[config.mk]
export PLATFORM = sky130hd
export DESIGN_NAME = pong_engine_flat
export DESIGN_NICKNAME = d
export VERILOG_FILES = /design/src/rtl/pong_engine_if.sv /design/src/rtl/pong_engine.sv /design/src/flat_wrapper.sv
export SDC_FILE = /design/constraint.sdc
export NUM_CORES = 1
export LEC_CHECK = 0
export CORE_MARGIN = 2
export CORE_UTILIZATION = 56
export CTS_CLUSTER_SIZE = 40
export DETAILED_ROUTE_END_ITERATION = 8
export PLACE_DENSITY = 0.82
export SYNTH_ARGS = -nofsm -noshare
export SYNTH_HDL_FRONTEND = slang
export SYNTH_SLANG_ARGS = --single-unit
[constraint.sdc]
create_clock -name clk -period 4.66 [get_ports clk]
set_clock_uncertainty 0.05 [all_clocks]
set_input_delay 0.932 -clock clk [delete_from_list [all_inputs] [get_ports clk]]
set_output_delay 0.932 -clock clk [all_outputs]
set_load 0.005 [all_outputs]
[src/rtl/pong_engine_if.sv]
// Pong engine bundle: frame/control inputs and per-frame ball and score outputs.
// The master side drives vsync, start, paddles and speed; the slave is the engine.
interface pong_engine_if #(
   parameter int unsigned SPEED_W = 4,
   parameter int unsigned SCORE_W = 4
);
   logic               vsync_in;
   logic               start;
   logic [11:0]        paddle_l_y;
   logic [11:0]        paddle_r_y;
   logic [SPEED_W-1:0] speed;
   logic [11:0]        ball_x;
   logic [11:0]        ball_y;
   logic [SCORE_W-1:0] score_l;
   logic [SCORE_W-1:0] score_r;
   logic [2:0]         state;
   logic               winner;

   modport master (
      output vsync_in, start, paddle_l_y, paddle_r_y, speed,
      input  ball_x, ball_y, score_l, score_r, state, winner
   );

   modport slave (
      input  vsync_in, start, paddle_l_y, paddle_r_y, speed,
      output ball_x, ball_y, score_l, score_r, state, winner
   );
endinterface

[src/rtl/pong_engine.sv]
// Pong engine: ball motion, paddle/wall collision, serve sequencing and scoring per frame.
// Define TWO_PLAYER_EN for a live right paddle; otherwise the right edge is a solid wall.
module pong_engine #(
   parameter int unsigned H_RES       = 800,
   parameter int unsigned V_RES       = 600,
   parameter int unsigned BALL_SIZE   = 16,
   parameter int unsigned PADDLE_W    = 16,
   parameter int unsigned PADDLE_H    = 96,
   parameter int unsigned PADDLE_X_L  = 32,
   parameter int unsigned PADDLE_X_R  = 752,
   parameter int unsigned SPEED_W     = 4,
   parameter int unsigned SCORE_W     = 4,
   parameter int unsigned WIN_SCORE   = 9,
   parameter int unsigned SERVE_DELAY = 60
) (
   input logic          clk,
   input logic          rst,
   pong_engine_if.slave bus
);

   typedef enum logic [2:0] {
      StIdle  = 3'd0,
      StServe = 3'd1,
      StPlay  = 3'd2,
      StPoint = 3'd3,
      StOver  = 3'd4
   } state_e;

   // Wide enough that ball +/- speed and paddle + height never wrap.
   typedef logic signed [13:0] pos_t;

   localparam int unsigned CntW = $clog2(SERVE_DELAY + 2);

   localparam logic [11:0]        CentreX = 12'((H_RES - BALL_SIZE) / 2);
   localparam logic [11:0]        CentreY = 12'((V_RES - BALL_SIZE) / 2);
   localparam pos_t               XMax    = pos_t'(H_RES - BALL_SIZE);
   localparam pos_t               YMax    = pos_t'(V_RES - BALL_SIZE);
   localparam pos_t               FaceL   = pos_t'(PADDLE_X_L + PADDLE_W);
   localparam pos_t               Ball    = pos_t'(BALL_SIZE);
   localparam pos_t               PadH    = pos_t'(PADDLE_H);
   localparam logic [SCORE_W-1:0] Win     = SCORE_W'(WIN_SCORE);
   localparam logic [CntW-1:0]    Delay   = CntW'(SERVE_DELAY);

   state_e             state_q, state_d;
   logic [11:0]        x_q, x_d, y_q, y_d;
   logic               dx_q, dx_d, dy_q, dy_d;
   logic [SCORE_W-1:0] score_l_q, score_l_d, score_r_q, score_r_d;
   logic               winner_q, winner_d;
   logic               scorer_r_q, scorer_r_d;
   logic [CntW-1:0]    cnt_q, cnt_d;
   logic               vsync_q, vsync_qq, tick_q, start_q;

   logic               start_rise, ovl_l, hit_l;
   pos_t               step, xs, ys, nx, ny;
   logic [SCORE_W-1:0] inc_l, inc_r;

   assign start_rise = bus.start & ~start_q;

`ifdef TWO_PLAYER_EN
   localparam pos_t FaceR = pos_t'(PADDLE_X_R - BALL_SIZE);
   logic ovl_r, hit_r;
   assign ovl_r = (ys + Ball > pos_t'(bus.paddle_r_y)) && (ys < pos_t'(bus.paddle_r_y) + PadH);
   assign hit_r = dx_q && (xs <= FaceR) && (nx > FaceR) && ovl_r;
`else
   logic unused_paddle_r;
   assign unused_paddle_r = ^bus.paddle_r_y;
`endif

   always_comb begin
      state_d    = state_q;
      x_d        = x_q;
      y_d        = y_q;
      dx_d       = dx_q;
      dy_d       = dy_q;
      score_l_d  = score_l_q;
      score_r_d  = score_r_q;
      winner_d   = winner_q;
      scorer_r_d = scorer_r_q;
      cnt_d      = cnt_q;

      step  = (bus.speed == '0) ? pos_t'(1) : pos_t'(bus.speed);
      xs    = pos_t'(x_q);
      ys    = pos_t'(y_q);
      nx    = dx_q ? xs + step : xs - step;
      ny    = dy_q ? ys + step : ys - step;
      ovl_l = (ys + Ball > pos_t'(bus.paddle_l_y)) && (ys < pos_t'(bus.paddle_l_y) + PadH);
      hit_l = !dx_q && (xs >= FaceL) && (nx < FaceL) && ovl_l;
      inc_l = score_l_q + SCORE_W'(1);
      inc_r = score_r_q + SCORE_W'(1);

      unique case (state_q)
         StIdle: begin
            x_d = CentreX;
            y_d = CentreY;
            if (start_rise) begin
               state_d = StServe;
               cnt_d   = Delay;
            end
         end
         StServe: begin
            x_d = CentreX;
            y_d = CentreY;
            if (tick_q) begin
               if (cnt_q == '0) state_d = StPlay;
               else             cnt_d   = cnt_q - CntW'(1);
            end
         end
         StPlay: begin
            if (tick_q) begin
               if (ny < 0) begin
                  y_d  = '0;
                  dy_d = 1'b1;
               end else if (ny > YMax) begin
                  y_d  = 12'(YMax);
                  dy_d = 1'b0;
               end else begin
                  y_d = 12'(ny);
               end

               if (hit_l) begin
                  x_d  = 12'(FaceL);
                  dx_d = 1'b1;
`ifndef TWO_PLAYER_EN
                  if (score_l_q != '1) score_l_d = inc_l;
`endif
               end
`ifdef TWO_PLAYER_EN
               else if (hit_r) begin
                  x_d  = 12'(FaceR);
                  dx_d = 1'b0;
               end
`endif
               else if (nx < 0) begin
                  state_d    = StPoint;
                  scorer_r_d = 1'b1;
               end else if (nx > XMax) begin
`ifdef TWO_PLAYER_EN
                  state_d    = StPoint;
                  scorer_r_d = 1'b0;
`else
                  x_d  = 12'(XMax);
                  dx_d = 1'b0;
`endif
               end else begin
                  x_d = 12'(nx);
               end
            end
         end
         StPoint: begin
            x_d     = CentreX;
            y_d     = CentreY;
            cnt_d   = Delay;
            state_d = StServe;
            if (scorer_r_q) begin
               score_r_d = inc_r;
               if (inc_r == Win) begin
                  state_d  = StOver;
                  winner_d = 1'b1;
               end
            end else begin
               score_l_d = inc_l;
               if (inc_l == Win) begin
                  state_d  = StOver;
                  winner_d = 1'b0;
               end
            end
`ifdef TWO_PLAYER_EN
            // The player who conceded receives the serve.
            dx_d = ~scorer_r_q;
`else
            dx_d = 1'b1;
`endif
         end
         StOver: begin
            x_d = CentreX;
            y_d = CentreY;
            if (start_rise) begin
               score_l_d = '0;
               score_r_d = '0;
               winner_d  = 1'b0;
               dx_d      = 1'b1;
               cnt_d     = Delay;
               state_d   = StServe;
            end
         end
         default: state_d = StIdle;
      endcase
   end

   always_ff @(posedge clk) begin
      if (!rst) begin
         state_q    <= StIdle;
         x_q        <= CentreX;
         y_q        <= CentreY;
         dx_q       <= 1'b1;
         dy_q       <= 1'b1;
         score_l_q  <= '0;
         score_r_q  <= '0;
         winner_q   <= 1'b0;
         scorer_r_q <= 1'b0;
         cnt_q      <= '0;
         vsync_q    <= 1'b0;
         vsync_qq   <= 1'b0;
         tick_q     <= 1'b0;
         start_q    <= 1'b0;
      end else begin
         state_q    <= state_d;
         x_q        <= x_d;
         y_q        <= y_d;
         dx_q       <= dx_d;
         dy_q       <= dy_d;
         score_l_q  <= score_l_d;
         score_r_q  <= score_r_d;
         winner_q   <= winner_d;
         scorer_r_q <= scorer_r_d;
         cnt_q      <= cnt_d;
         vsync_q    <= bus.vsync_in;
         vsync_qq   <= vsync_q;
         tick_q     <= vsync_q & ~vsync_qq;
         start_q    <= bus.start;
      end
   end

   assign bus.ball_x  = x_q;
   assign bus.ball_y  = y_q;
   assign bus.score_l = score_l_q;
   assign bus.score_r = score_r_q;
   assign bus.state   = state_q;
   assign bus.winner  = winner_q;

endmodule

[src/flat_wrapper.sv]
// flat-port wrapper written by rule: the top's interface ports become plain ports
module pong_engine_flat 
#(
   parameter int unsigned H_RES       = 800,
   parameter int unsigned V_RES       = 600,
   parameter int unsigned BALL_SIZE   = 16,
   parameter int unsigned PADDLE_W    = 16,
   parameter int unsigned PADDLE_H    = 96,
   parameter int unsigned PADDLE_X_L  = 32,
   parameter int unsigned PADDLE_X_R  = 752,
   parameter int unsigned SPEED_W     = 4,
   parameter int unsigned SCORE_W     = 4,
   parameter int unsigned WIN_SCORE   = 9,
   parameter int unsigned SERVE_DELAY = 60
)
  (clk, rst, bus_vsync_in, bus_start, bus_paddle_l_y, bus_paddle_r_y, bus_speed, bus_ball_x, bus_ball_y, bus_score_l, bus_score_r, bus_state, bus_winner);
  pong_engine_if #(.SPEED_W(SPEED_W), .SCORE_W(SCORE_W)) bus_i ();
  input logic clk;
  input logic rst;
  input wire logic [$bits(bus_i.vsync_in)-1:0] bus_vsync_in;
  input wire logic [$bits(bus_i.start)-1:0] bus_start;
  input wire logic [$bits(bus_i.paddle_l_y)-1:0] bus_paddle_l_y;
  input wire logic [$bits(bus_i.paddle_r_y)-1:0] bus_paddle_r_y;
  input wire logic [$bits(bus_i.speed)-1:0] bus_speed;
  output wire logic [$bits(bus_i.ball_x)-1:0] bus_ball_x;
  output wire logic [$bits(bus_i.ball_y)-1:0] bus_ball_y;
  output wire logic [$bits(bus_i.score_l)-1:0] bus_score_l;
  output wire logic [$bits(bus_i.score_r)-1:0] bus_score_r;
  output wire logic [$bits(bus_i.state)-1:0] bus_state;
  output wire logic [$bits(bus_i.winner)-1:0] bus_winner;
  assign bus_i.vsync_in = bus_vsync_in;
  assign bus_i.start = bus_start;
  assign bus_i.paddle_l_y = bus_paddle_l_y;
  assign bus_i.paddle_r_y = bus_paddle_r_y;
  assign bus_i.speed = bus_speed;
  assign bus_ball_x = bus_i.ball_x;
  assign bus_ball_y = bus_i.ball_y;
  assign bus_score_l = bus_i.score_l;
  assign bus_score_r = bus_i.score_r;
  assign bus_state = bus_i.state;
  assign bus_winner = bus_i.winner;
  pong_engine #(.H_RES(H_RES), .V_RES(V_RES), .BALL_SIZE(BALL_SIZE), .PADDLE_W(PADDLE_W), .PADDLE_H(PADDLE_H), .PADDLE_X_L(PADDLE_X_L), .PADDLE_X_R(PADDLE_X_R), .SPEED_W(SPEED_W), .SCORE_W(SCORE_W), .WIN_SCORE(WIN_SCORE), .SERVE_DELAY(SERVE_DELAY)) u_core (.clk(clk), .rst(rst), .bus(bus_i));
endmodule
==> impl_metrics.csv <==
group,metric,value,unit
power_and_ir_drop,power.total,1.01,mW
floorplan,die_w,94.5,µm
detailed_routing,drc,0,
yosys,synth_compound_area_share,27.5,%
floorplan,ios,68,
yosys,synth.area.top_cells,"dfxtp_1, ha_1, nand2_1, nor2_1, a21oi_1",
power_and_ir_drop,combPwrFrac,29.1,%
final_layout,multi_input_area,3310,µm²
setup_path,critPathKind,"in -> reg",
setup_path,rr_endpoint,"u_core.bus.ball_x[6]$_SDFFE_PN0P_",
global_routing,grt_pass1_wl,20.6,mm
power_and_ir_drop,p_sw,335,µW
yosys,synth_most_common_cell,"nand2_1",
yosys,synth_common_cells,"nand2_1, nor2_1, dfxtp_1, inv_1, ha_1",
global_routing,grt-busiest-layer,"met2",
timing,rsz0062_at_grt,"no",
global_routing,first_global_vias,4452,
yosys,synth-xor-area-share,4.58,%
global_routing,gr-usage-met3,2.79,%
final_layout,layout-drive-gt1-share,8.39,%
global_routing,grtUsageTotal,28.2,%
yosys,synth_top_family_by_area,"compound AO/OA/AOI/OAI gates",
yosys,synthAdderAreaFrac,13.4,%
worst_hold_path,min_from,"u_core.vsync_qq$_SDFF_PN0_",
setup_path,setup.worst_path.end_class,"register",
floorplan,start_util,56.7,%
detailed_routing,wl_per_cell,15.8,µm
power_and_ir_drop,clockPowerShare,24.7,%
yosys,synth-async-reset-ratio,0,%
detailed_routing,finalWirelength,12.4,mm
power_and_ir_drop,power.density,184,nW/µm²
worst_hold_path,min-delay-path-class,"reg -> reg",
timing,fmax,227,MHz
final_layout,final_area,5480,µm²
run_status,status,"complete, no violations",
global_routing,met1_usage,37.6,%
yosys,yosys_most_used_dff,"dfxtp_1",
timing,final_hold_viol_count,0,
clocking,numCtsBuffers,5,
setup_path,start_kind,"input port",
placed_design,gp_congestion,0.917,
yosys,muxShareOfSynthArea,1.31,%
setup_path,cp.required,4800,ps
timing,report.final.slew_viol_count,0,
yosys,synth_edf_count,0,
final_layout,antenna_cells,0,
detailed_routing,ant_nets,0,
global_routing,grt.overflow.total,0,
power_and_ir_drop,sw_frac_of_total,33.2,%
timing,whs,345,ps
timing,fin_setup_tns,0,ps
setup_path,startpoint,"bus_paddle_l_y[5]",
global_routing,met2_usage,49.8,%
setup_path,r2r-start,"u_core.bus.ball_y[6]$_SDFFE_PN0P_",
setup_path,reg2reg_depth,14,
timing,max_slew.worst_pin.slew,608,ps
final_layout,num-fill-cells,708,
yosys,ys_seq_area_share,21.4,%
clocking,clk_latency,300,ps
timing,finalCriticalPeriod,4410,ps
placed_design,numPortBuffers,55,
worst_hold_path,holdPathStages,1,
clocking,cts_tree,"done",
clocking,numClockSinks,49,
yosys,yosys.area_share.simple,25.2,%
power_and_ir_drop,leakagePower,2.26,nW
yosys,yosysTopAreaCell,"dfxtp_1",
yosys,yosys_warnings,0,
yosys,yosysUniqueCellTypes,76,
floorplan,dieArea,8930,µm²
yosys,synth_area,4590,µm²
timing,period_share,94.7,%
final_layout,area_growth,19.6,%
final_layout,register_area,981,µm²
clocking,cts_htree_levels,2,
detailed_routing,via_count,4838,
power_and_ir_drop,p_int,675,µW
power_and_ir_drop,p_seq_share,46.3,%
clocking,root_buffer,"clkbuf_8",
floorplan,fp.dieH,94.5,µm
detailed_routing,viasPerCell,6.17,
setup_path,r2r_slack,760,ps
global_routing,antenna_found_initial,0,
placed_design,detailed_place_hpwl,9.67,mm
final_layout,finalNetCount,758,
clocking,postCtsHoldBufs,0,
yosys,synth_nets,690,
power_and_ir_drop,ir_drop,0.156,mV
detailed_routing,dr.pass1.iters,6,
yosys,ys_seq_elements,49,
global_routing,grt_max_degree,22,
yosys,netlist_instances,610,
floorplan,core,8090,µm²
timing,setup_violations,0,
floorplan,fp-row-count,33,
setup_path,arrival,4550,ps
clocking,cts.clk_slew.worst_paths,90,ps
timing,relSlewSlack,59.4,%
setup_path,critPathMaxFanout,5,
worst_hold_path,hold_end,"u_core.tick_q$_SDFF_PN0_",
yosys,yosysTopAreaCellShare,21.4,%
detailed_routing,drtIter0Drc,371,
run,drv_cap,0,
clocking,clk_path_buf_depth,2,
placed_design,place_area,5390,µm²
yosys,syn_area_per_cell,7.52,µm²
worst max-delay path by stage:
| stage | to | cells after the start |
|---|---|---|
| 4_1_cts | u_core.bus.ball_x[6]$_SDFFE_PN0P_ | 15 |
| 6_report | u_core.bus.ball_x[6]$_SDFFE_PN0P_ | 15 |
| 2_1_floorplan | u_core.bus.ball_y[4]$_SDFFE_PN0P_ | 15 |
| 5_1_grt | u_core.bus.ball_y[7]$_SDFFE_PN0P_ | 16 |
| 3_3_place_gp | u_core.bus.score_l[2]$_SDFFE_PN0P_ | 14 |
| 3_5_place_dp | u_core.bus.ball_x[6]$_SDFFE_PN0P_ | 15 |
cell families after synthesis:
family	count (synthesis)
and+or+nand+nor	224
AOI/OAI and AO/OA	184
buffers and inverters	75
DFF	49
adders and majority gates	48
xor gates and xnor gates	24
muxes	6
flip-flops by register name, summed over array words and instances, names as in the netlist:
signal,count
u_core.bus.ball_x,12
u_core.vsync_qq,1
u_core.tick_q,1
u_core.bus.winner,1
u_core.dy_q,1
u_core.vsync_q,1
u_core.bus.state,3
u_core.bus.score_l,4
u_core.bus.ball_y,12
u_core.cnt_q,6
u_core.bus.score_r,4
u_core.scorer_r_q,1
u_core.start_q,1
u_core.dx_q,1
power groups by stage:
stage                     Combinational [mW]  Clock (mW)  Sequential, mW
after floorplan                        0.204           0           0.464
after global placement                 0.278           0           0.474
after detailed placement               0.288           0           0.476
after CTS                              0.291       0.256           0.466
after global routing                   0.329       0.273           0.471
final                                  0.294       0.249           0.468
stage by stage:
stage / util [%] / std cells / setup WS, ps
global route: 67.7 / 784 / 11.5
global placement: 66.6 / 776 / -21.9
detailed placement: 66.6 / 776 / -118
finish: 67.7 / 784 / 247
floorplan: - / 610 / 651
CTS: 67.7 / 784 / 168
cell usage in the layout, fill, tap and decap left out, types with 6 or more instances in the layout:
master and count:
dfxtp_1 49, nor2_1 51, nand3_1 17, nor3_1 20, and3_1 6, inv_1 49, nand2_1 52, ha_1 46
mux2i_1 6, nor2b_1 6, or3_1 12, and2_1 14, a21o_1 7, o21ai_0 37, xor2_1 6, a211oi_1 11
buf_4 32, nand2b_1 7, nand4_1 9, a21oi_1 37, xnor2_1 18, clkdlybuf4s50_1 55, a31oi_1 8, o31ai_1 7
a22oi_1 6
layer usage:
| metal | share of wire (%) | vias up |
|---|---|---|
| met4 | 0.90 | 0 |
| met3 | 6.2 | 16 |
| met5 | 0 | - |
| met2 | 47 | 206 |
| li1 | - | 2376 |
| met1 | 45 | 2240 |
layout make-up:
class,count,area share (%)
clock inverter,2,0.274
timing repair buffer,87,14.4
tap,105,2.40
multi-input combinational,486,60.3
inverter,49,3.35
clock buffer,6,1.32
sequential,49,17.9
timing repair:
item                                    CTS  global route
endpoints found under the hold margin     0             0
endpoints found under the setup margin    0             1
buffers inserted                          0             0
resized for setup                         0             1
worst max-delay path: stages:
cell	delay, ps
clkdlybuf4s50_1	490
inv_1	70
ha_1	220
nor3_2	170
xnor2_1	160
ha_1	260
and4_1	220
a2111oi_0	460
a21oi_1	140
or4b_1	590
nor4_4	350
buf_4	190
nor3_2	70
a31oi_1	170
o21ai_1	70
No activity file was read; power rests on OpenSTA's default activity.
